`config.mk`:
```
export PLATFORM = sky130hd
export DESIGN_NAME = i2c_edge_detect_mc
export DESIGN_NICKNAME = d
export VERILOG_FILES = /design/src/rtl/i2c_edge_detect_mc_pkg.sv /design/src/rtl/i2c_edge_detect_mc_filt_ch.sv /design/src/rtl/i2c_edge_detect_mc.sv
export SDC_FILE = /design/constraint.sdc
export NUM_CORES = 1
export LEC_CHECK = 0
export BUFFER_PORTS_ARGS = -buffer_cell sky130_fd_sc_hd__buf_2
export CORE_MARGIN = 5
export CORE_UTILIZATION = 45
export DETAILED_ROUTE_END_ITERATION = 12
export SYNTH_ARGS = -nofsm -noshare
export SYNTH_HDL_FRONTEND = slang
export SYNTH_SLANG_ARGS = --single-unit
export TNS_END_PERCENT = 10
```
`constraint.sdc`:
```
create_clock -name clk -period 3.1 [get_ports clk]
set_input_delay 0.62 -clock clk [delete_from_list [all_inputs] [get_ports clk]]
set_output_delay 0.62 -clock clk [all_outputs]
set_load 0.01 [all_outputs]
```
`src/rtl/i2c_edge_detect_mc_pkg.sv`:
```
// ---------------------------------------------------------------------------
// i2c_edge_detect_mc_pkg
//   Shared timing helpers and types for the multi-channel I2C edge detector.
//   - filt_act_e    : per-cycle action chosen by a channel filter
//   - clip0         : clamp a signed value at zero
//   - stable_cycles : derive a STABLE_* count from an edge time and clock period
//   - cnt_width     : bits needed to hold a given stability count
//   - max2          : larger of two counts
// ---------------------------------------------------------------------------
package i2c_edge_detect_mc_pkg;

  localparam int unsigned DEF_STABLE_RISE = 4;
  localparam int unsigned DEF_STABLE_FALL = 4;
  localparam int unsigned DEF_CNT_W       = 8;

  typedef enum logic [1:0] {
    FILT_HOLD,     // input agrees with level, counter already at reload
    FILT_COUNT,    // input differs, still counting down
    FILT_COMMIT,   // input differed long enough, take the new level
    FILT_ABANDON   // input returned before commit, report a glitch
  } filt_act_e;

  function automatic int unsigned clip0(input int v);
    return (v < 0) ? 0 : int'(v);
  endfunction

  // Extra samples (beyond the first) needed to cover an edge of t_edge_ns
  // at a clock period of clk_ns; rounds up, never negative.
  function automatic int unsigned stable_cycles(input int unsigned t_edge_ns,
                                                input int unsigned clk_ns);
    int cycles;
    cycles = int'((t_edge_ns + clk_ns - 1) / clk_ns) - 1;
    return clip0(cycles);
  endfunction

  function automatic int unsigned cnt_width(input int unsigned max_val);
    int unsigned w;
    w = 1;
    while (w < 32 && (64'(1) << w) <= 64'(max_val)) w++;
    return w;
  endfunction

  function automatic int unsigned max2(input int unsigned a,
                                       input int unsigned b);
    return (a > b) ? a : b;
  endfunction

endpackage

```
`src/rtl/i2c_edge_detect_mc_filt_ch.sv`:
```
// ---------------------------------------------------------------------------
// i2c_edge_filt_ch
//   Single-channel glitch filter: stability counter, committed level,
//   one-cycle edge strobes and a glitch strobe for abandoned transitions.
//   Ports:
//     clk    - system clock
//     rst    - synchronous active-high reset (captures s as the level)
//     s      - sampled line, synchronous to clk
//     lvl    - committed level
//     lohi   - one-cycle pulse after a committed 0->1
//     hilo   - one-cycle pulse after a committed 1->0
//     glitch - one-cycle pulse when a pending change is abandoned
// ---------------------------------------------------------------------------
module i2c_edge_filt_ch
  import i2c_edge_detect_mc_pkg::*;
#(
  parameter int unsigned STABLE_RISE = DEF_STABLE_RISE,
  parameter int unsigned STABLE_FALL = DEF_STABLE_FALL,
  parameter int unsigned CNT_W       = DEF_CNT_W
) (
  input  logic clk,
  input  logic rst,
  input  logic s,
  output logic lvl,
  output logic lohi,
  output logic hilo,
  output logic glitch
);

  if (CNT_W < cnt_width(max2(STABLE_RISE, STABLE_FALL))) begin : g_cnt_w_check
    $error("i2c_edge_filt_ch: CNT_W too narrow for STABLE_RISE/STABLE_FALL");
  end

  localparam logic [CNT_W-1:0] RELOAD_RISE = CNT_W'(STABLE_RISE);
  localparam logic [CNT_W-1:0] RELOAD_FALL = CNT_W'(STABLE_FALL);

  logic [CNT_W-1:0] cnt_q, cnt_d;
  logic             lvl_q, lvl_d;
  logic             lohi_q, lohi_d;
  logic             hilo_q, hilo_d;
  logic             glitch_q, glitch_d;
  logic [CNT_W-1:0] reload;
  filt_act_e        act;

  always_comb begin
    // Reload depends on the level being defended: a high line waits out a fall.
    reload = lvl_q ? RELOAD_FALL : RELOAD_RISE;

    if (s == lvl_q) begin
      act = (cnt_q < reload) ? FILT_ABANDON : FILT_HOLD;
    end else begin
      act = (cnt_q != '0) ? FILT_COUNT : FILT_COMMIT;
    end

    cnt_d    = cnt_q;
    lvl_d    = lvl_q;
    lohi_d   = 1'b0;
    hilo_d   = 1'b0;
    glitch_d = 1'b0;

    unique case (act)
      FILT_HOLD: ;
      FILT_COUNT: begin
        cnt_d = cnt_q - 1'b1;
      end
      FILT_COMMIT: begin
        lvl_d  = s;
        lohi_d = s;
        hilo_d = ~s;
        cnt_d  = s ? RELOAD_FALL : RELOAD_RISE;
      end
      FILT_ABANDON: begin
        glitch_d = 1'b1;
        cnt_d    = reload;
      end
      default: ;
    endcase
  end

  always_ff @(posedge clk) begin
    if (rst) begin
      lvl_q    <= s;
      cnt_q    <= s ? RELOAD_FALL : RELOAD_RISE;
      lohi_q   <= 1'b0;
      hilo_q   <= 1'b0;
      glitch_q <= 1'b0;
    end else begin
      lvl_q    <= lvl_d;
      cnt_q    <= cnt_d;
      lohi_q   <= lohi_d;
      hilo_q   <= hilo_d;
      glitch_q <= glitch_d;
    end
  end

  assign lvl    = lvl_q;
  assign lohi   = lohi_q;
  assign hilo   = hilo_q;
  assign glitch = glitch_q;

endmodule

```
`src/rtl/i2c_edge_detect_mc.sv`:
```
// ---------------------------------------------------------------------------
// i2c_edge_detect_mc
//   Multi-channel glitch-filtered level and edge detector for I2C pad lines.
//   Optional feature macro: I2C_EDGE_DET_SYNC_EN
//     defined   - each lin bit passes a 2-flop synchronizer (idle-high at
//                 power-up, not reset) before filtering; +2 cycles latency
//     undefined - lin feeds the filters directly (caller keeps it synchronous)
//   Ports:
//     clk    - system clock
//     rst    - synchronous active-high reset
//     lin    - raw line inputs, one bit per channel
//     lvl    - filtered committed level per channel
//     lohi   - one-cycle pulse after a committed 0->1
//     hilo   - one-cycle pulse after a committed 1->0
//     glitch - one-cycle pulse when a pending transition is abandoned
// ---------------------------------------------------------------------------
module i2c_edge_detect_mc
  import i2c_edge_detect_mc_pkg::*;
#(
  parameter int unsigned NCH         = 2,
  parameter int unsigned STABLE_RISE = DEF_STABLE_RISE,
  parameter int unsigned STABLE_FALL = DEF_STABLE_FALL,
  parameter int unsigned CNT_W       = DEF_CNT_W
) (
  input  logic           clk,
  input  logic           rst,
  input  logic [NCH-1:0] lin,
  output logic [NCH-1:0] lvl,
  output logic [NCH-1:0] lohi,
  output logic [NCH-1:0] hilo,
  output logic [NCH-1:0] glitch
);

  if (NCH < 1) begin : g_nch_check
    $error("i2c_edge_detect_mc: NCH must be at least 1");
  end

  logic [NCH-1:0] s;

`ifdef I2C_EDGE_DET_SYNC_EN
  // Synchronizer stages hold the inverted line so that the all-zero power-up
  // state of an unreset flop reads as the idle-high bus level.
  logic [NCH-1:0] sync_meta_n_q, sync_meta_n_d;
  logic [NCH-1:0] sync_out_n_q, sync_out_n_d;

  always_comb begin
    sync_meta_n_d = ~lin;
    sync_out_n_d  = sync_meta_n_q;
  end

  always_ff @(posedge clk) begin
    sync_meta_n_q <= sync_meta_n_d;
    sync_out_n_q  <= sync_out_n_d;
  end

  assign s = ~sync_out_n_q;
`else
  assign s = lin;
`endif

  for (genvar i = 0; i < NCH; i++) begin : g_ch
    i2c_edge_filt_ch #(
      .STABLE_RISE (STABLE_RISE),
      .STABLE_FALL (STABLE_FALL),
      .CNT_W       (CNT_W)
    ) u_filt (
      .clk    (clk),
      .rst    (rst),
      .s      (s[i]),
      .lvl    (lvl[i]),
      .lohi   (lohi[i]),
      .hilo   (hilo[i]),
      .glitch (glitch[i])
    );
  end

endmodule
```
==> results of run 1 <==
## layout make-up
class                      count  area (um^2)  area share [%]
multi-input combinational     87          592            48.1
sequential                    24          500            40.7
timing repair buffer          11         55.1            4.48
tap                           30         37.5            3.05
clock buffer                   4         26.3            2.14
inverter                       5         18.8            1.53
## logic make-up after synthesis
kind of cell             synth area share, %
AND/OR/NAND/NOR                         21.2
multiplexers                           0.852
XOR/XNOR                                6.71
AO/OA/AOI/OAI                           17.4
flip-flops                              42.6
buffers and inverters                   7.03
adder cells (fa/ha/maj)                 4.26
## state kept, by name, indices dropped and copies added, names as in the netlist
name	cells
g_ch.u_filt.glitch	2
g_ch.u_filt.lohi	2
g_ch.u_filt.lvl	2
g_ch.u_filt.cnt_q	16
g_ch.u_filt.hilo	2
## final timing paths
path	depth (start not counted)	endpoint	slack, ps
hold reg to reg	2	g_ch[0].u_filt.cnt_q[7]	510
setup reg to reg	6	g_ch[0].u_filt.cnt_q[6]	1370
setup / recovery	6	g_ch[0].u_filt.cnt_q[6]	1370
hold / removal	2	g_ch[0].u_filt.cnt_q[7]	510
## metrics by stage
step,setup WS [ps],total power [mW],util [%],cell area [um^2]
2_1_floorplan,1540,1.01,-,1170
3_3_place_gp,1210,1.10,48.6,1200
3_5_place_dp,1200,1.12,48.6,1200
4_1_cts,1370,1.26,49.6,1230
5_1_grt,1200,1.37,49.6,1230
6_report,1370,1.24,49.6,1230
## power groups by stage
stage,Sequential (mW),Clock [mW],Combinational (mW)
after global routing,0.539,0.162,0.668
after floorplan,0.506,0,0.502
after detailed placement,0.528,0,0.589
after CTS,0.522,0.145,0.591
final,0.521,0.135,0.584
after global placement,0.524,0,0.576
## layer usage
metal  vias up  track usage [%]  routed length, um
li1        453                -                  -
met1       403             14.1                885
met2         3             20.8               1020
met3         2             2.52                 40
met4         0             5.88                 13
met5         -                0                  0
## tightest hold or removal path, delay by kind of cell, from the launching register on
family	cells	cell delay [ps]
flops	1	340
compound gates	2	130
## cells in the final DEF (no fill, tap or decap)
| master | netlist | layout |
|---|---|---|
| nor4b_1 | 4 | 4 |
| nor2_1 | 21 | 21 |
| a21o_1 | 1 | 1 |
| clkbuf_1 | 1 | 1 |
| a211o_1 | 1 | 1 |
| dfxtp_1 | 22 | 22 |
| or4_1 | 2 | 2 |
| mux2i_1 | 1 | 1 |
| nand3_1 | 3 | 3 |
| or3_1 | 3 | 3 |
| xor2_1 | 5 | 5 |
| nor3_1 | 3 | 3 |
| edfxtp_1 | 2 | 2 |
| a21oi_2 | 1 | 1 |
| o31ai_1 | 2 | 2 |
| nand2b_1 | 1 | 1 |
| o21ai_0 | 3 | 3 |
| ha_1 | 4 | 4 |
| o211ai_1 | 2 | 2 |
| nor4_4 | 2 | 2 |
| xnor2_1 | 4 | 4 |
| clkbuf_4 | 0 | 3 |
| o21bai_1 | 4 | 4 |
| a21oi_1 | 7 | 7 |
| a22oi_1 | 2 | 2 |
| a2bb2oi_2 | 1 | 1 |
| buf_2 | 0 | 11 |
| o2111ai_1 | 1 | 1 |
| nand2_1 | 6 | 6 |
| o41a_1 | 1 | 1 |
| a311o_1 | 1 | 1 |
| inv_1 | 5 | 5 |
| a311oi_1 | 1 | 1 |
==> run_results.csv, run 1 <==
group,metric,value,unit
run_status,status,"finished clean",
pwr,vdd_drop_max,0.460,mV
synthesis,synth.ff_latch_count,24,
pwr,p_int,716,uW
drt,avgRoutedWirePerCell,12.1,um
floorplan,rows,18,
floorplan,coreArea,2480,um^2
global_route,overflow,0,
pwr,p_leak,0.482,nW
floorplan,initial_core_util,47.4,%
clock_network,htree_levels,1,
final_layout,diodes,0,
global_route,first_global_vias,835,
pwr,pwr-share-clk,10.9,%
worst_setup_path,required,3340,ps
pwr,pwr-share-seq,42.0,%
final_layout,drive_above_1_share,13.7,%
min_path,hold_start,"g_ch[0].u_filt.cnt_q[7]",
clock_network,numCtsBuffers,3,
global_route,grt_antenna_before_repair,0,
global_route,grt_pass1_wl,3.37,mm
worst_setup_path,startpoint,"g_ch[0].u_filt.cnt_q[0]",
final_layout,final_cells,161,
worst_setup_path,cpLargestDelayFamily,"simple AND/OR/NAND/NOR gates",
worst_setup_path,worstReg2RegStart,"g_ch[0].u_filt.cnt_q[0]",
sta,fin_skew,1.53,ps
synthesis,synthCells,125,
clock_network,clkSinkCount,24,
floorplan,io-pin-count,12,
drt,via_per_inst,5.35,
clock_network,cts_resized,0,
global_route,track_usage,12.1,%
placement,place.gp.congestion,0.804,
worst_setup_path,worst_ep_arrival_time,1970,ps
synthesis,yosysTopAreaCellShare,37.5,%
sta,fin_crit,1730,ps
sta,report.final.slew_viol_count,0,
worst_setup_path,path_cells,"inv_1 -> ha_1 -> nand2b_1 -> or4_1 -> or3_1 -> a21oi_1",
synthesis,synth_cell_types,32,
floorplan,die_x,61.1,um
floorplan,die_y,61.1,um
placement,dpl.cell_count,157,
final_layout,area_growth,4.69,%
pwr,pwr_density_cell,1010,nW/um^2
drt,first_pass_iters,4,
placement,post-dp-hpwl,1.53,mm
clock_network,cts_tree,"built",
synthesis,yosysMostFrequentCell,"dfxtp_1",
worst_setup_path,worst-path-buf-inv,1,
worst_setup_path,critPathLaunchType,"register",
synthesis,netlist.top_cell.by_area,"dfxtp_1",
synthesis,synthTopCellsByCount,"dfxtp_1, nor2_1, buf_4, a21oi_1, nand2_1",
sta,hold_viol,0,
pwr,swShare,42.3,%
synthesis,syn_area_per_cell,9.40,um^2
clock_network,cts_setup_buffers,0,
sta,rsz0062_at_grt,"no",
sta,hold_ws,507,ps
synthesis,yosysWarnings,0,
sta,setup_viol,0,
global_route,grt_max_degree,14,
clock_network,clock_latency,300,ps
synthesis,synth-edff-count,2,
floorplan,die-area,3730,um^2
clock_network,clockBufferDepth,2,
worst_setup_path,max_stage_delay,430,ps
synthesis,synthTopCellsByArea,"dfxtp_1, nor2_1, buf_4",
pwr,p_switching,525,uW
synthesis,yosysSeqAreaShare,42.6,%
worst_setup_path,end_kind,"register",
synthesis,synth_fp_nets,133,
synthesis,synth_area,1170,um^2
clock_network,clockRootBuffer,"clkbuf_4",
pwr,p_comb_share,47.1,%
synthesis,synth_ff_type,"dfxtp_1",
sta,fmax,578,MHz
final_layout,num-fill-cells,252,
final_layout,nets,140,
clock_network,hold_buffers,0,
placement,port_buffers,11,
worst_setup_path,worstSetupPathType,"register to register",
sta,worst_pin_slew,607,ps
min_path,hold_class,"register to register",
drt,antenna_left,0,
drt,vias,861,
clock_network,cts.clk_slew.worst_paths,120,ps
drt,detail_route.drc_violations,0,
drt,drt_iter0_drc,19,
worst_setup_path,crit_slowest_cell,"or4_1",
worst_setup_path,crit_fanout,4,
sta,fin_tns_setup,0,ps
drt,wl,1.96,mm
sta,period_share,55.8,%
synthesis,async_flop_share,0,%
sta,slew_headroom,59.4,%
run,max_cap_violations,0,
Power figures use the tool's default switching activity.
==> run 2, diff against run 1 <==
==> constraint.sdc (replaced) <==
create_clock -name clk -period 1.6 [get_ports clk]
set_input_delay 0.32 -clock clk [delete_from_list [all_inputs] [get_ports clk]]
set_output_delay 0.32 -clock clk [all_outputs]
set_load 0.01 [all_outputs]
==> run 2 against run 1 <==
Clock power rose by 93%; count of clock-buffer cells in the layout is 1 lower; final area rose by 11%; largest cell class unchanged; via count is 6.3% higher; sequential share of layout area fell by 3.8 points.
==> run_results.csv, run 2 (same netlist as run 1, synthesis figures left out) <==
group,metric,value,unit
final_layout,area_growth,16.6,%
worst_setup_path,critPathLaunchType,"register",
worst_setup_path,reg2reg_slack,2,ps
worst_setup_path,end_kind,"register",
sta,report.final.slew_viol_count,0,
pwr,pwr_density_cell,1980,nW/um^2
floorplan,initial_core_util,47.4,%
final_layout,drive_above_1_share,27.8,%
global_route,track_usage,12.3,%
floorplan,die-area,3730,um^2
floorplan,die_x,61.1,um
final_layout,largest_register_ffs,16,
sta,fmax,626,MHz
floorplan,coreArea,2480,um^2
min_path,hold_class,"input port to register",
drt,avgRoutedWirePerCell,12.0,um
drt,detail_route.drc_violations,0,
final_layout,final_cell_mix,"nor2_1, dfxtp_1, buf_4, buf_2",
worst_setup_path,worst_ep_arrival_time,1850,ps
clock_network,clockBufferDepth,2,
clock_network,clockRootBuffer,"clkbuf_4",
placement,port_buffers,11,
final_layout,diodes,0,
drt,antenna_left,0,
sta,worst_pin_slew,463,ps
clock_network,cts_tree,"built",
drt,drt_iter0_drc,25,
sta,fin_skew,3.71,ps
placement,placed_cell_area,1290,um^2
placement,place.gp.congestion,0.788,
final_layout,seq_area,505,um^2
run_status,status,"finished clean",
sta,fin_crit,1600,ps
clock_network,cts.clk_slew.worst_paths,120,ps
min_path,holdPathStages,2,
run,max_cap_violations,0,
pwr,finalPower,2.71,mW
worst_setup_path,startpoint,"g_ch[0].u_filt.cnt_q[1]",
drt,vias,915,
clock_network,numCtsBuffers,3,
sta,period_share,99.9,%
min_path,hold_start,"lin[1]",
global_route,overflow,0,
final_layout,multiInputGateArea,627,um^2
pwr,vdd_drop_max,1.09,mV
clock_network,htree_levels,1,
worst_setup_path,worstRegToRegCells,6,
worst_setup_path,crit_slowest_cell,"or4_4",
worst_setup_path,worstReg2RegStart,"g_ch[0].u_filt.cnt_q[1]",
global_route,grt_antenna_before_repair,0,
worst_setup_path,worstSetupPathType,"register to register",
final_layout,nets,153,
final_layout,fin_area,1370,um^2
worst_setup_path,crit_fanout,5,
final_layout,num-fill-cells,225,
floorplan,rows,18,
placement,post-dp-hpwl,1.59,mm
sta,hold_viol,0,
drt,wl,2.09,mm
sta,setup_viol,0,
drt,via_per_inst,5.26,
floorplan,io-pin-count,12,
worst_setup_path,required,1850,ps
final_layout,largest-register,"g_ch.u_filt.cnt_q",
global_route,grt_max_degree,14,
min_path,hold_path_end,"g_ch[1].u_filt.hilo",
worst_setup_path,max_stage_delay,410,ps
clock_network,clkSinkCount,24,
clock_network,clock_latency,300,ps
sta,rsz0062_at_grt,"yes",
global_route,grt_pass1_wl,3.44,mm
sta,slew_headroom,68.9,%
drt,first_pass_iters,4,
final_layout,mostFrequentLayoutCell,"nor2_1",
worst_setup_path,r2r-end,"g_ch[0].u_filt.cnt_q[6]",
global_route,first_global_vias,850,
pwr,p_leak,0.563,nW
floorplan,die_y,61.1,um
worst_setup_path,path_cells,"inv_4 -> ha_4 -> nand2b_4 -> or4_4 -> or3_1 -> a21oi_2",
run 2: changes by cell type in the layout (fill, tap and decap cells not counted), sizes merged:
cell,previous run,this run
buf,11,24
clkbuf,4,3
clkinv,0,1
run 2: worst max-delay path by stage:
stage / end / cells after the start
floorplan: g_ch[0].u_filt.cnt_q[6] / 6
finish: g_ch[0].u_filt.cnt_q[6] / 6
global placement: g_ch[0].u_filt.cnt_q[6] / 6
CTS: g_ch[0].u_filt.cnt_q[6] / 6
global route: g_ch[0].u_filt.cnt_q[6] / 6
detailed placement: g_ch[0].u_filt.cnt_q[6] / 6
run 2: final cells by class:
class                   count  share of cell area (%)
repair buffers             24                    11.1
flip-flops and latches     24                    36.9
clock buffers               3                    1.64
inverters                   5                    1.55
clock inverters             1                   0.274
multi-input cells          87                    45.8
well taps                  30                    2.74
run 2: what timing repair did:
action	4_1_cts	5_1_grt
pin swaps	0	4
buffers inserted	0	1
endpoints found under the setup margin	1	7
hold buffers	0	0
resized for setup	1	11
run 2: worst max-delay path: cells and delay by family (launching register included):
family,cells,cell delay [ps]
AND/OR/NAND/NOR,3,850
flip-flops,1,390
adder cells (fa/ha/maj),1,140
AO/OA/AOI/OAI,1,110
buffers and inverters,1,60
run 2: through the flow:
stage	TNS (ps)	instances	hold WS [ps]	utilization, %	setup WS (ps)
after global routing	-55.1	174	231	55.3	-55.1
after CTS	0	173	223	53.3	3.32
after global placement	0	169	486	52.2	70.3
after detailed placement	0	169	503	52.2	27.2
after floorplan	0	125	397	-	51.4
final	0	174	243	55.3	1.61
run 2: per-layer routing:
metal | wire length, um | track usage [%] | up-vias
met5 | 0 | 0 | -
met4 | 19 | 6.50 | 0
met3 | 41 | 1.89 | 2
met2 | 1060 | 21.6 | 3
met1 | 971 | 14.4 | 432
li1 | - | - | 478
run 2: power by group:
group          switching, mW  internal (mW)  total [mW]
Combinational          0.740          0.713        1.45
Clock                  0.169         0.0909       0.260
Sequential             0.196          0.805        1.00
